--- src/rtl/qspi_master_pkg.sv ---
// qspi_master_pkg
//   Shared definitions for the ice40 <-> STM32 quad-SPI initiator: FSM state
//   encoding, header layout, idle pad levels and frame-length helpers.
//   Imported by qspi_clkgen and qspi_master.

package qspi_master_pkg;

   // Frame sequencer states.
   typedef enum logic [1:0] {
      StIdle  = 2'd0,
      StSetup = 2'd1,
      StShift = 2'd2,
      StGap   = 2'd3
   } qspi_state_e;

   // Header byte is {rw, addr[6:0]}; rw sits in the top bit.
   localparam int unsigned HdrNibbles = 2;
   localparam int unsigned HdrRwBit   = 7;

   // Idle pad levels: select deasserted, clock low (mode 0).
   localparam logic QssIdle = 1'b1;
   localparam logic QckIdle = 1'b0;

   // QCK cycles in a write frame (header plus payload nibbles).
   function automatic int unsigned write_cycles(input int unsigned data_bytes);
      return HdrNibbles + 2 * data_bytes;
   endfunction

   // QCK cycles in a read frame (header, turnaround, payload nibbles).
   function automatic int unsigned read_cycles(input int unsigned data_bytes,
                                               input int unsigned turn_cycles);
      return HdrNibbles + turn_cycles + 2 * data_bytes;
   endfunction

   function automatic int unsigned max_cycles(input int unsigned data_bytes,
                                              input int unsigned turn_cycles);
      int unsigned wr;
      int unsigned rd;
      wr = write_cycles(data_bytes);
      rd = read_cycles(data_bytes, turn_cycles);
      return (wr > rd) ? wr : rd;
   endfunction

endpackage

--- src/rtl/qspi_clkgen.sv ---
// qspi_clkgen
//   Phase timer and QCK generator. A CLK_DIV-cycle counter runs while the
//   sequencer is active; each terminal count ends one QCK half-period.
//
//   Ports:
//     CLK, reset_in  system clock, asynchronous active-high reset
//     cnt_en         run the phase counter (any non-idle state)
//     qck_en         allow QCK to toggle (SETUP/SHIFT); QCK forced low otherwise
//     hold_low       suppress the next rise (final hold phase of a frame)
//     phase_end      current half-period ends on this edge
//     rise_stb       QCK goes high on this edge
//     fall_stb       QCK goes low on this edge
//     qck            registered QCK level

module qspi_clkgen
   import qspi_master_pkg::*;
#(
   parameter int unsigned CLK_DIV = 2
) (
   input  logic CLK,
   input  logic reset_in,
   input  logic cnt_en,
   input  logic qck_en,
   input  logic hold_low,
   output logic phase_end,
   output logic rise_stb,
   output logic fall_stb,
   output logic qck
);

   localparam int unsigned     CntW    = $clog2(CLK_DIV) + 1;
   localparam logic [CntW-1:0] CntLast = CntW'(CLK_DIV - 1);

   logic [CntW-1:0] cnt_q, cnt_d;
   logic            qck_q, qck_d;

   always_comb begin
      phase_end = cnt_en && (cnt_q == CntLast);
      rise_stb  = phase_end && qck_en && !qck_q && !hold_low;
      fall_stb  = phase_end && qck_en && qck_q;

      // Counter wraps on every terminal count so consecutive phases
      // (including SHIFT->GAP and GAP->SETUP) need no restart.
      cnt_d = cnt_q;
      if (!cnt_en || phase_end) begin
         cnt_d = '0;
      end else begin
         cnt_d = cnt_q + 1'b1;
      end

      qck_d = qck_q;
      if (!qck_en) begin
         qck_d = QckIdle;
      end else if (rise_stb) begin
         qck_d = 1'b1;
      end else if (fall_stb) begin
         qck_d = 1'b0;
      end
   end

   always_ff @(posedge CLK or posedge reset_in) begin
      if (reset_in) begin
         cnt_q <= '0;
         qck_q <= QckIdle;
      end else begin
         cnt_q <= cnt_d;
         qck_q <= qck_d;
      end
   end

   assign qck = qck_q;

endmodule

--- src/rtl/qspi_master.sv ---
// qspi_master
//   Quad-SPI initiator for the ice40 <-> STM32 link. Accepts one read or write
//   command at a time, sends it as a nibble frame on QD[3:0] (header
//   {rw, addr} then payload, byte 0 first, high nibble first) and returns read
//   data with a one-cycle rsp_valid pulse when QSS rises. The qd_read/qd_write/
//   qd_oe triple maps onto an SB_IO PIN_TYPE 6'b101001 array in the board top.
//
//   Ports:
//     CLK, reset_in            system clock, asynchronous active-high reset
//     cmd_valid/cmd_ready      command handshake
//     cmd_read, cmd_addr       1 = read; 7-bit register address
//     cmd_wdata                write payload, byte 0 in [7:0]
//     rsp_valid, rsp_data      read completion pulse; data held until next read
//     qss, qck                 slave select (active low), serial clock (idle low)
//     qd_read/qd_write/qd_oe   QD pad input, output and output enable
//     busy                     high from accept through the end of the gap

module qspi_master
   import qspi_master_pkg::*;
#(
   parameter int unsigned CLK_DIV     = 2,
   parameter int unsigned DATA_BYTES  = 4,
   parameter int unsigned TURN_CYCLES = 2
) (
   input  logic                    CLK,
   input  logic                    reset_in,
   input  logic                    cmd_valid,
   output logic                    cmd_ready,
   input  logic                    cmd_read,
   input  logic [6:0]              cmd_addr,
   input  logic [8*DATA_BYTES-1:0] cmd_wdata,
   output logic                    rsp_valid,
   output logic [8*DATA_BYTES-1:0] rsp_data,
   output logic                    qss,
   output logic                    qck,
   input  logic [3:0]              qd_read,
   output logic [3:0]              qd_write,
   output logic [3:0]              qd_oe,
   output logic                    busy
);

   localparam int unsigned DataW     = 8 * DATA_BYTES;
   localparam int unsigned FrameW    = 8 + DataW;
   localparam int unsigned NibW      = $clog2(max_cycles(DATA_BYTES, TURN_CYCLES)) + 1;

   localparam logic [NibW-1:0] WrLast    = NibW'(write_cycles(DATA_BYTES));
   localparam logic [NibW-1:0] RdLast    = NibW'(read_cycles(DATA_BYTES, TURN_CYCLES));
   localparam logic [NibW-1:0] HdrLast   = NibW'(HdrNibbles - 1);
   localparam logic [NibW-1:0] DataFirst = NibW'(HdrNibbles + TURN_CYCLES);

   // Reverse byte order: puts byte 0 at the top of the outgoing shift register,
   // and moves the first received byte into [7:0] on the way back.
   function automatic logic [DataW-1:0] byte_rev(input logic [DataW-1:0] v);
      logic [DataW-1:0] r;
      for (int i = 0; i < int'(DATA_BYTES); i++) begin
         r[8*i +: 8] = v[DataW-8-8*i +: 8];
      end
      return r;
   endfunction

   qspi_state_e         state_q, state_d;
   logic [NibW-1:0]     nib_q, nib_d;        // index of the current QCK cycle
   logic                rd_q, rd_d;
   logic [FrameW-1:0]   sr_q, sr_d;          // outgoing nibbles, next one on top
   logic [DataW-1:0]    rx_q, rx_d;          // received nibbles in arrival order
   logic                oe_q, oe_d;
   logic                qss_q, qss_d;
   logic                rsp_valid_q, rsp_valid_d;
   logic [DataW-1:0]    rsp_data_q, rsp_data_d;
   logic                ready_en_q;          // keeps cmd_ready low while in reset

   logic                cnt_en, qck_en, hold_low;
   logic                phase_end, rise_stb, fall_stb;
   logic                accept;
   logic [7:0]          hdr;

   assign cnt_en   = (state_q != StIdle);
   assign qck_en   = (state_q == StSetup) || (state_q == StShift);
   assign hold_low = (state_q == StShift) && (nib_q == (rd_q ? RdLast : WrLast));

   // Ready in IDLE and on the last gap cycle, so back-to-back frames keep
   // QSS high for exactly CLK_DIV cycles.
   assign cmd_ready = ready_en_q &&
                      ((state_q == StIdle) || ((state_q == StGap) && phase_end));
   assign accept    = cmd_valid && cmd_ready;

   qspi_clkgen #(
      .CLK_DIV (CLK_DIV)
   ) u_clkgen (
      .CLK       (CLK),
      .reset_in  (reset_in),
      .cnt_en    (cnt_en),
      .qck_en    (qck_en),
      .hold_low  (hold_low),
      .phase_end (phase_end),
      .rise_stb  (rise_stb),
      .fall_stb  (fall_stb),
      .qck       (qck)
   );

   always_comb begin
      state_d     = state_q;
      nib_d       = nib_q;
      rd_d        = rd_q;
      sr_d        = sr_q;
      rx_d        = rx_q;
      oe_d        = oe_q;
      qss_d       = qss_q;
      rsp_valid_d = 1'b0;
      rsp_data_d  = rsp_data_q;

      hdr                   = '0;
      hdr[HdrRwBit]         = cmd_read;
      hdr[HdrRwBit-1:0]     = cmd_addr;

      unique case (state_q)
         StIdle: begin
            if (accept) begin
               state_d = StSetup;
            end
         end

         StSetup: begin
            if (rise_stb) begin
               state_d = StShift;
            end
         end

         StShift: begin
            if (rise_stb && rd_q && (nib_q >= DataFirst)) begin
               rx_d = {rx_q[DataW-5:0], qd_read};
            end
            if (fall_stb) begin
               nib_d = nib_q + 1'b1;
               sr_d  = sr_q << 4;
               // Release the bus as the last header nibble ends.
               if (rd_q && (nib_q == HdrLast)) begin
                  oe_d = 1'b0;
               end
            end
            if (phase_end && hold_low) begin
               state_d = StGap;
               qss_d   = QssIdle;
               if (rd_q) begin
                  rsp_valid_d = 1'b1;
                  rsp_data_d  = byte_rev(rx_q);
               end
            end
         end

         StGap: begin
            if (phase_end && !accept) begin
               state_d = StIdle;
               oe_d    = 1'b0;
            end else if (phase_end) begin
               state_d = StSetup;
            end
         end

         default: begin
            state_d = StIdle;
         end
      endcase

      // Command capture is shared by IDLE and the last gap cycle.
      if (accept) begin
         nib_d = '0;
         rd_d  = cmd_read;
         oe_d  = 1'b1;
         qss_d = ~QssIdle;
         sr_d  = {hdr, cmd_read ? {DataW{1'b0}} : byte_rev(cmd_wdata)};
      end
   end

   always_ff @(posedge CLK or posedge reset_in) begin
      if (reset_in) begin
         state_q     <= StIdle;
         nib_q       <= '0;
         rd_q        <= 1'b0;
         sr_q        <= '0;
         rx_q        <= '0;
         oe_q        <= 1'b0;
         qss_q       <= QssIdle;
         rsp_valid_q <= 1'b0;
         rsp_data_q  <= '0;
         ready_en_q  <= 1'b0;
      end else begin
         state_q     <= state_d;
         nib_q       <= nib_d;
         rd_q        <= rd_d;
         sr_q        <= sr_d;
         rx_q        <= rx_d;
         oe_q        <= oe_d;
         qss_q       <= qss_d;
         rsp_valid_q <= rsp_valid_d;
         rsp_data_q  <= rsp_data_d;
         ready_en_q  <= 1'b1;
      end
   end

   // Shifted-out bits fill with zero, so QD idles at 0 after the header of a
   // read and after the last nibble of a write.
   assign qd_write  = sr_q[FrameW-1 -: 4];
   assign qd_oe     = {4{oe_q}};
   assign qss       = qss_q;
   assign busy      = (state_q != StIdle);
   assign rsp_valid = rsp_valid_q;
   assign rsp_data  = rsp_data_q;

endmodule

--- config.mk ---
export PLATFORM = sky130hd
export DESIGN_NAME = qspi_master
export DESIGN_NICKNAME = d
export VERILOG_FILES = /design/src/rtl/qspi_master_pkg.sv /design/src/rtl/qspi_clkgen.sv /design/src/rtl/qspi_master.sv
export SDC_FILE = /design/constraint.sdc
export NUM_CORES = 1
export LEC_CHECK = 0
export BUFFER_PORTS_ARGS = -buffer_cell sky130_fd_sc_hd__buf_4
export CAP_MARGIN = 20
export CORE_MARGIN = 1.5
export CORE_UTILIZATION = 50
export DETAILED_ROUTE_END_ITERATION = 6
export PLACE_DENSITY = 0.87
export SLEW_MARGIN = 20
export SYNTH_ARGS = -nofsm -noshare
export SYNTH_HDL_FRONTEND = slang
export SYNTH_SLANG_ARGS = --single-unit
--- constraint.sdc ---
create_clock -name CLK -period 3.7 [get_ports CLK]
set_input_delay 0.37 -clock CLK [delete_from_list [all_inputs] [get_ports CLK]]
set_output_delay 0.37 -clock CLK [all_outputs]
set_load 0.005 [all_outputs]
==> results of run 1 <==
[cell usage after synthesis, drive strengths merged]
cell type	count	area, sq um
and4	1	8.760
mux2i	36	360.4
nand4	1	6.260
a22oi	1	7.510
a31o	1	8.760
nand2b	1	6.260
nor3	4	20.02
or2	1	6.260
nand3b	2	15.01
a31oi	1	6.260
nor2b	2	12.51
inv	10	37.54
a32o	4	40.04
mux2	65	732.0
dfstp	1	26.28
nand3	31	160.1
xnor2	2	17.52
a21oi	5	25.02
dfrtp	118	2953
buf	18	127.6
clkbuf	12	45.04
and3	1	6.260
nor2	10	37.54
conb	1	3.750
ha	9	112.6
nand4b	1	15.01
xor2	2	17.52
o2111ai	1	8.760
a21bo	1	10.01
or3b	1	11.26
o21a	1	7.510
a2111oi	1	27.53
o21ai	39	195.2
o22ai	1	6.260
nand2	14	52.55
[registers in the layout, summed over array words and instances (netlist names)]
| name | count |
|---|---|
| ready_en_q | 1 |
| u_clkgen.qck | 1 |
| nib_q | 5 |
| oe_q | 1 |
| rsp_data | 32 |
| sr_q | 40 |
| rd_q | 1 |
| qss | 1 |
| rx_q | 32 |
| u_clkgen.cnt_q | 2 |
| state_q | 2 |
| rsp_valid | 1 |
[cells in the final DEF, fill, tap and decap left out, drive strengths merged, types with 2 or more instances in the layout]
| cell type | instances |
|---|---|
| xnor2 | 2 |
| a21oi | 5 |
| nand2 | 14 |
| ha | 9 |
| nor2 | 10 |
| xor2 | 2 |
| nand3b | 2 |
| buf | 99 |
| clkbuf | 19 |
| nand3 | 31 |
| mux2i | 36 |
| dfrtp | 118 |
| clkinv | 7 |
| nor2b | 2 |
| mux2 | 65 |
| nor3 | 4 |
| o21ai | 39 |
| inv | 12 |
| bufinv | 3 |
| a32o | 4 |
[worst max-delay path, stage by stage (launching register included)]
cell	delay, ps
dfrtp_1	390
inv_1	120
ha_1	290
nor2b_1	400
nand3b_1	160
nor2_1	190
nand4b_2	420
buf_16	330
mux2_2	290
[worst max path at each step]
stage | from | end | slack [ps] | cells past startpoint
2_1_floorplan | reset_in | nib_q[0] | 170 | 1
3_3_place_gp | state_q[0] | rx_q[2] | 790 | 7
3_5_place_dp | state_q[0] | rx_q[15] | 620 | 7
4_1_cts | state_q[0] | rx_q[15] | 580 | 7
5_1_grt | state_q[1] | rx_q[15] | 760 | 8
6_report | state_q[0] | rx_q[15] | 980 | 8
[power by group]
group	leakage (nW)	internal [mW]	switching [mW]
combinational	1.25	0.0834	0.0967
clock	0.299	1.07	0.585
sequential	1.62	1.33	0.0223
[final cells by class]
class,instances,share of cell area (%)
tap,133,2.552
multi-input combinational,241,30.05
inverter,10,0.6523
sequential,119,45.68
clock inverter,13,2.590
clock buffer,19,6.773
timing repair buffer,99,11.70
[cell families (layout without fill, tap and decap cells)]
kind of cell | count (synthesis) | after routing
buf+inv | 40 | 141
fa+ha+maj | 9 | 9
xor+xnor | 4 | 4
compound gates | 56 | 56
simple gates | 70 | 70
mux | 101 | 101
flops | 119 | 119
other cells | 1 | 1
[through the flow]
step,hold slack (ps),setup slack (ps)
floorplan,415.0,174.2
global placement,426.3,789.9
detailed placement,433.6,617.1
CTS,59.64,583.1
global route,74.19,762.5
finish,22.98,984.1
[layer usage]
layer,vias to the layer above,wire (microns),track usage (%)
met1,1681,4248,23.54
met2,79,5284,33.18
li1,1595,-,-
met4,0,200,7.440
met5,-,0,0
met3,16,296,5.514
==> metrics.yaml, run 1 <==
status:
  status: "completed"
timing:
  period_needed_ps: 2716
  maxSlewHeadroom_pct: 40.36
  clock_skew_ps: 8.922
  finalHoldViolCount: 0
  setup_viol: 0
  timing.fmax_ghz: 0.3682
  finalMaxSlewViolations: 0
  rsz0062_at_grt: "no"
  setup_tns_ps: 0
  period_share_pct: 73.40
  tightest_slew_ps: 893.7
cts:
  clockBufferDepth: 2
  clkTransAtPathRegs_ps: 60
  cts_tree: "built"
  numCtsBuffers: 17
  cts-root-buf: "clkbuf_8"
  cts_sinks: 119
  cts_resized: 0
  cts_hold_buf: 0
  htreeDepth: 4
  cts_setup_buffers: 0
  clk_latency_ps: 490
power_and_ir_drop:
  power_density_nw_per_um2: 489.3
  leakagePower_nw: 3.167
  vdd_ir_drop_max_mv: 0.3629
  power_mw: 3.191
placed_design:
  place.gp.congestion: 0.7520
  postPlaceCellArea_sq_um: 5881
  dp.cells: 601
  io_buffers: 91
  hpwl_mm: 6.627
synth:
  synthAdderAreaFrac_pct: 2.194
  syn_nets: 456
  synth_cells: 400
  synth-compound-area-share_pct: 6.678
  synth_cell_type_count: 38
  synth_mux_area_share_pct: 21.28
  synth_xor_area_share_pct: 0.6824
  synth_area_sq_um: 5134
  synth-simple-area-share_pct: 6.971
  yosys_warnings: 0
  synth-seq-cells: 119
  synth_top_family_by_area: "multiplexers"
  synth-seq-area-share_pct: 58.03
  syn_avg_cell_area_sq_um: 12.83
die:
  start_util_pct: 52.04
  io_pins: 92
  chipWidth_microns: 104.3
  rows: 36
  core_sq_um: 9864
  fp.dieH_microns: 104.3
  dieArea_sq_um: 10880
finish:
  drive_gt1_share_pct: 41.32
  nets: 544
  finalCoreUtilization_pct: 66.11
  regArea_sq_um: 2979
  fillers: 718
  antenna_cells: 0
  final_cell_area_sq_um: 6521
  area_delta_synth_final_pct: 27.03
  final_cells: 634
  multi_input_area_sq_um: 1959
drt:
  drtIter0Drc: 169
  routedWlPerCell_microns: 15.82
  firstDrtPassIters: 4
  drc: 0
  viasPerCell: 5.317
  drtAntennaViolNets: 0
  wl_mm: 10.03
  vias: 3371
worst_setup_path:
  ff2ff_setup_slack_ps: 980
  rr_worst_depth: 8
  cp_max_fo: 22
  critPathKind: "register to register"
  cp.arrival_ps: 3080
  crit_required_ps: 4070
  r2r_start: "state_q[0]"
  reg2reg_to: "rx_q[15]"
  critPathLaunchType: "register"
  endpoint_kind: "register"
min_path:
  min_path_type: "primary input to async pin"
grt:
  grt_pass1_vias: 3529
  overflow: 0
  grt_first_pass_wirelength_mm: 16.91
  antenna_found_initial: 0
  grt_start_max_net_pins: 88
  track_usage_pct: 19.53
run:
  maxCapViolations: 0
No activity file was read; power rests on OpenSTA's default activity.
==> inputs of run 2 (changes only) <==
- ABC_AREA: unset -> 1
- PLACE_DENSITY: 0.87 -> 0.86
- clock period: 3.7 -> 2.3 ns (I/O delays scaled with it)
==> run 2 against run 1 <==
Clock-buffer cell count decreased by 1. Critical path depth increased by 1. Combinational power increased to 9.2 times the previous value. Synthesized cell count increased by 43%. Die area increased by 3.5%. Cell area increased by 7.9%. Sequential power increased by 110%. Cell count increased by 34%. Critical path type unchanged. Largest power group is now registers.
==> metrics.yaml, run 2 <==
synth:
  synth_area_sq_um: 5316  # +3.6%
  synth_top_area_share_pct: 55.54  # -2.0 points
  syn_nets: 628  # +38%
  synth_xor_area_share_pct: 0.1647  # -0.52 points
  synth-simple-area-share_pct: 16.92  # +10 points
  synth-seq-area-share_pct: 56.04  # -2.0 points
  synth_cell_type_count: 37  # -2.6%
  ys_top_cells_by_area: "dfrtp_1, nand2_1, o21ai_1, inv_1, o21ai_0"
  syn_avg_cell_area_sq_um: 9.294  # -28%
  synth-edff-count: 0  # unchanged
  ys_top_cells_by_count: "nand2_1, dfrtp_1, inv_1, o21ai_1, nor2_1"
  synth-seq-cells: 119  # unchanged
  synth_cells: 572  # +43%
  synth-compound-area-share_pct: 15.74  # +9.1 points
  yosysTopAreaCell: "dfrtp_1"
  synth.most_common_cell: "nand2_1"
  synth_top_family_by_area: "simple AND/OR/NAND/NOR gates"
  ys.flop_type: "dfrtp_1"
  synthAdderAreaFrac_pct: 2.118  # -0.075 points
  async_flop_share_pct: 100.0  # unchanged
  synth_mux_area_share_pct: 0  # -21 points
  yosys_warnings: 0  # unchanged
cts:
  cts-root-buf: "clkbuf_8"
  clkTransAtPathRegs_ps: 60  # about the same
  cts_sinks: 119  # unchanged
  clk_latency_ps: 520  # +30 ps
  cts_hold_buf: 45  # +45
  numCtsBuffers: 17  # unchanged
  htreeDepth: 4  # unchanged
  cts_setup_buffers: 0  # unchanged
  clockBufferDepth: 2  # unchanged
  cts_tree: "built"
  cts_resized: 0  # unchanged
timing:
  period_share_pct: 91.89  # +18 points
  whs_ps: 86.81  # +63.83 ps
  clock_skew_ps: 12.98  # +4.055 ps
  setup_viol: 0  # unchanged
  maxSlewHeadroom_pct: 55.71  # +15 points
  setup_tns_ps: 0  # unchanged
  finalMaxSlewViolations: 0  # unchanged
  timing.fmax_ghz: 0.4731  # +28%
  rsz0062_at_grt: "no"
  tightest_slew_ps: 664.3  # -229.4 ps
  period_needed_ps: 2114  # -602.4 ps
  finalHoldViolCount: 0  # unchanged
finish:
  regArea_sq_um: 2979  # unchanged
  area_delta_synth_final_pct: 32.41
  fillers: 732  # +1.9%
  multi_input_area_sq_um: 1862  # -5.0%
  layout_common_cells: "nand2_1, dfrtp_1, buf_4"
  regMostFlops: "sr_q"
  final_common_cell: "nand2_1"
  finalCoreUtilization_pct: 68.19  # +2.1 points
  nets: 759  # +40%
  drive_gt1_share_pct: 24.16  # -17 points
  final_cells: 852  # +34%
  largest_reg_flops: 40  # unchanged
  antenna_cells: 0  # unchanged
power_and_ir_drop:
  power_density_nw_per_um2: 1007  # +110%
  power_mw: 7.085  # +120%
  vdd_ir_drop_max_mv: 0.5589  # +54%
  leakagePower_nw: 3.350  # +5.8%
drt:
  drc: 0  # unchanged
  routedWlPerCell_microns: 14.91  # -5.8%
  drtIter0Drc: 274  # +62%
  drtAntennaViolNets: 0  # unchanged
  viasPerCell: 5.249  # -1.3%
  vias: 4472  # +33%
  firstDrtPassIters: 7  # +3
  wl_mm: 12.70  # +27%
worst_setup_path:
  rr_worst_depth: 9  # +1
  crit_chain: "inv_1 -> ha_1 -> nor2_4 -> nand2_2 -> nor2_4 -> nand3b_4 -> buf_12 -> nand2_1 -> o21ai_1"
  slowest_stage: "dfrtp_1"
  ff2ff_setup_slack_ps: 190  # -800 ps
  endpoint_kind: "register"
  critPathKind: "register to register"
  critPathLaunchType: "register"
  reg2reg_to: "rx_q[16]"
  crit_required_ps: 2700  # -1370 ps
  cpMostUsedCell: "nor2_4"
  cp.arrival_ps: 2520  # -560 ps
  max_stage_delay_ps: 420  # about the same
  r2r_start: "state_q[0]"
  cp_max_fo: 41  # +86%
die:
  start_util_pct: 51.50  # -0.55 points
  core_sq_um: 10320  # +4.7%
  chipWidth_microns: 106.1  # +1.7%
  fp.dieH_microns: 106.1  # +1.7%
  dieArea_sq_um: 11260  # +3.5%
  io_pins: 92  # unchanged
  rows: 37  # +2.8%
placed_design:
  dp.cells: 775  # +29%
  hpwl_mm: 7.524  # +14%
  io_buffers: 91  # unchanged
  place.gp.congestion: 0.8120  # +8.0%
status:
  status: "completed"
min_path:
  hp-start: "cmd_valid"
  min_path_type: "primary input to register"
  hold_path_end: "qss"
  holdPathStages: 3
grt:
  track_usage_pct: 23.83  # +4.3 points
  grt_start_max_net_pins: 120  # +36%
  grt_pass1_vias: 4525  # +28%
  antenna_found_initial: 0  # unchanged
  grt_first_pass_wirelength_mm: 21.00  # +24%
  overflow: 0  # unchanged
run:
  maxCapViolations: 0  # unchanged
==> run 2: cell type report <==
cell class	instances	share of cell area, %
Sequential cell	119	42.32
Multi-Input combinational cell	363	26.45
Timing Repair Buffer	147	17.63
Clock buffer	18	6.079
Inverter	55	2.986
Tap cell	136	2.417
Clock inverter	14	2.115
==> run 2: worst max-delay path by stage <==
| stage | from | endpoint | depth (start not counted) |
|---|---|---|---|
| 3_5_place_dp | state_q[0] | rx_q[15] | 9 |
| 3_3_place_gp | state_q[0] | rx_q[30] | 9 |
| 6_report | state_q[0] | rx_q[16] | 9 |
| 4_1_cts | state_q[0] | rx_q[16] | 9 |
| 5_1_grt | state_q[0] | rx_q[16] | 9 |
| 2_1_floorplan | reset_in | nib_q[0] | 1 |
==> run 2: through the flow <==
step                cell area (sq um)  setup WS [ps]
global route                     7039          19.37
CTS                              7039          189.7
floorplan                        5320          615.5
global placement                 6012          392.1
detailed placement               6012          235.2
finish                           7039          186.5
==> run 2: cell families after synthesis <==
group | count (synthesis)
XOR/XNOR | 1
AND/OR/NAND/NOR | 209
other | 1
AO/OA/AOI/OAI | 143
buffers and inverters | 90
flip-flops | 119
adder cells (fa/ha/maj) | 9
==> run 2: critical path, delay by kind of cell (launching register included) <==
| kind | cells | cell delay [ps] |
|---|---|---|
| AOI/OAI and AO/OA | 1 | 70 |
| adders and majority gates | 1 | 280 |
| buffers and inverters | 2 | 400 |
| DFF | 1 | 420 |
| and+or+nand+nor | 5 | 830 |
==> run 2: power breakdown <==
part | internal [mW] | total (mW) | switching (mW)
clock | 1.57 | 2.55 | 0.981
combinational | 0.691 | 1.66 | 0.967
sequential | 2.58 | 2.87 | 0.298
==> run 2: per-layer routing <==
layer / GRT usage, % / vias up / routed length (microns)
met5: 0 / - / 0
met4: 11.68 / 0 / 409
met3: 5.886 / 42 / 716
met2: 40.32 / 181 / 6508
met1: 28.35 / 2151 / 5068
li1: - / 2098 / -
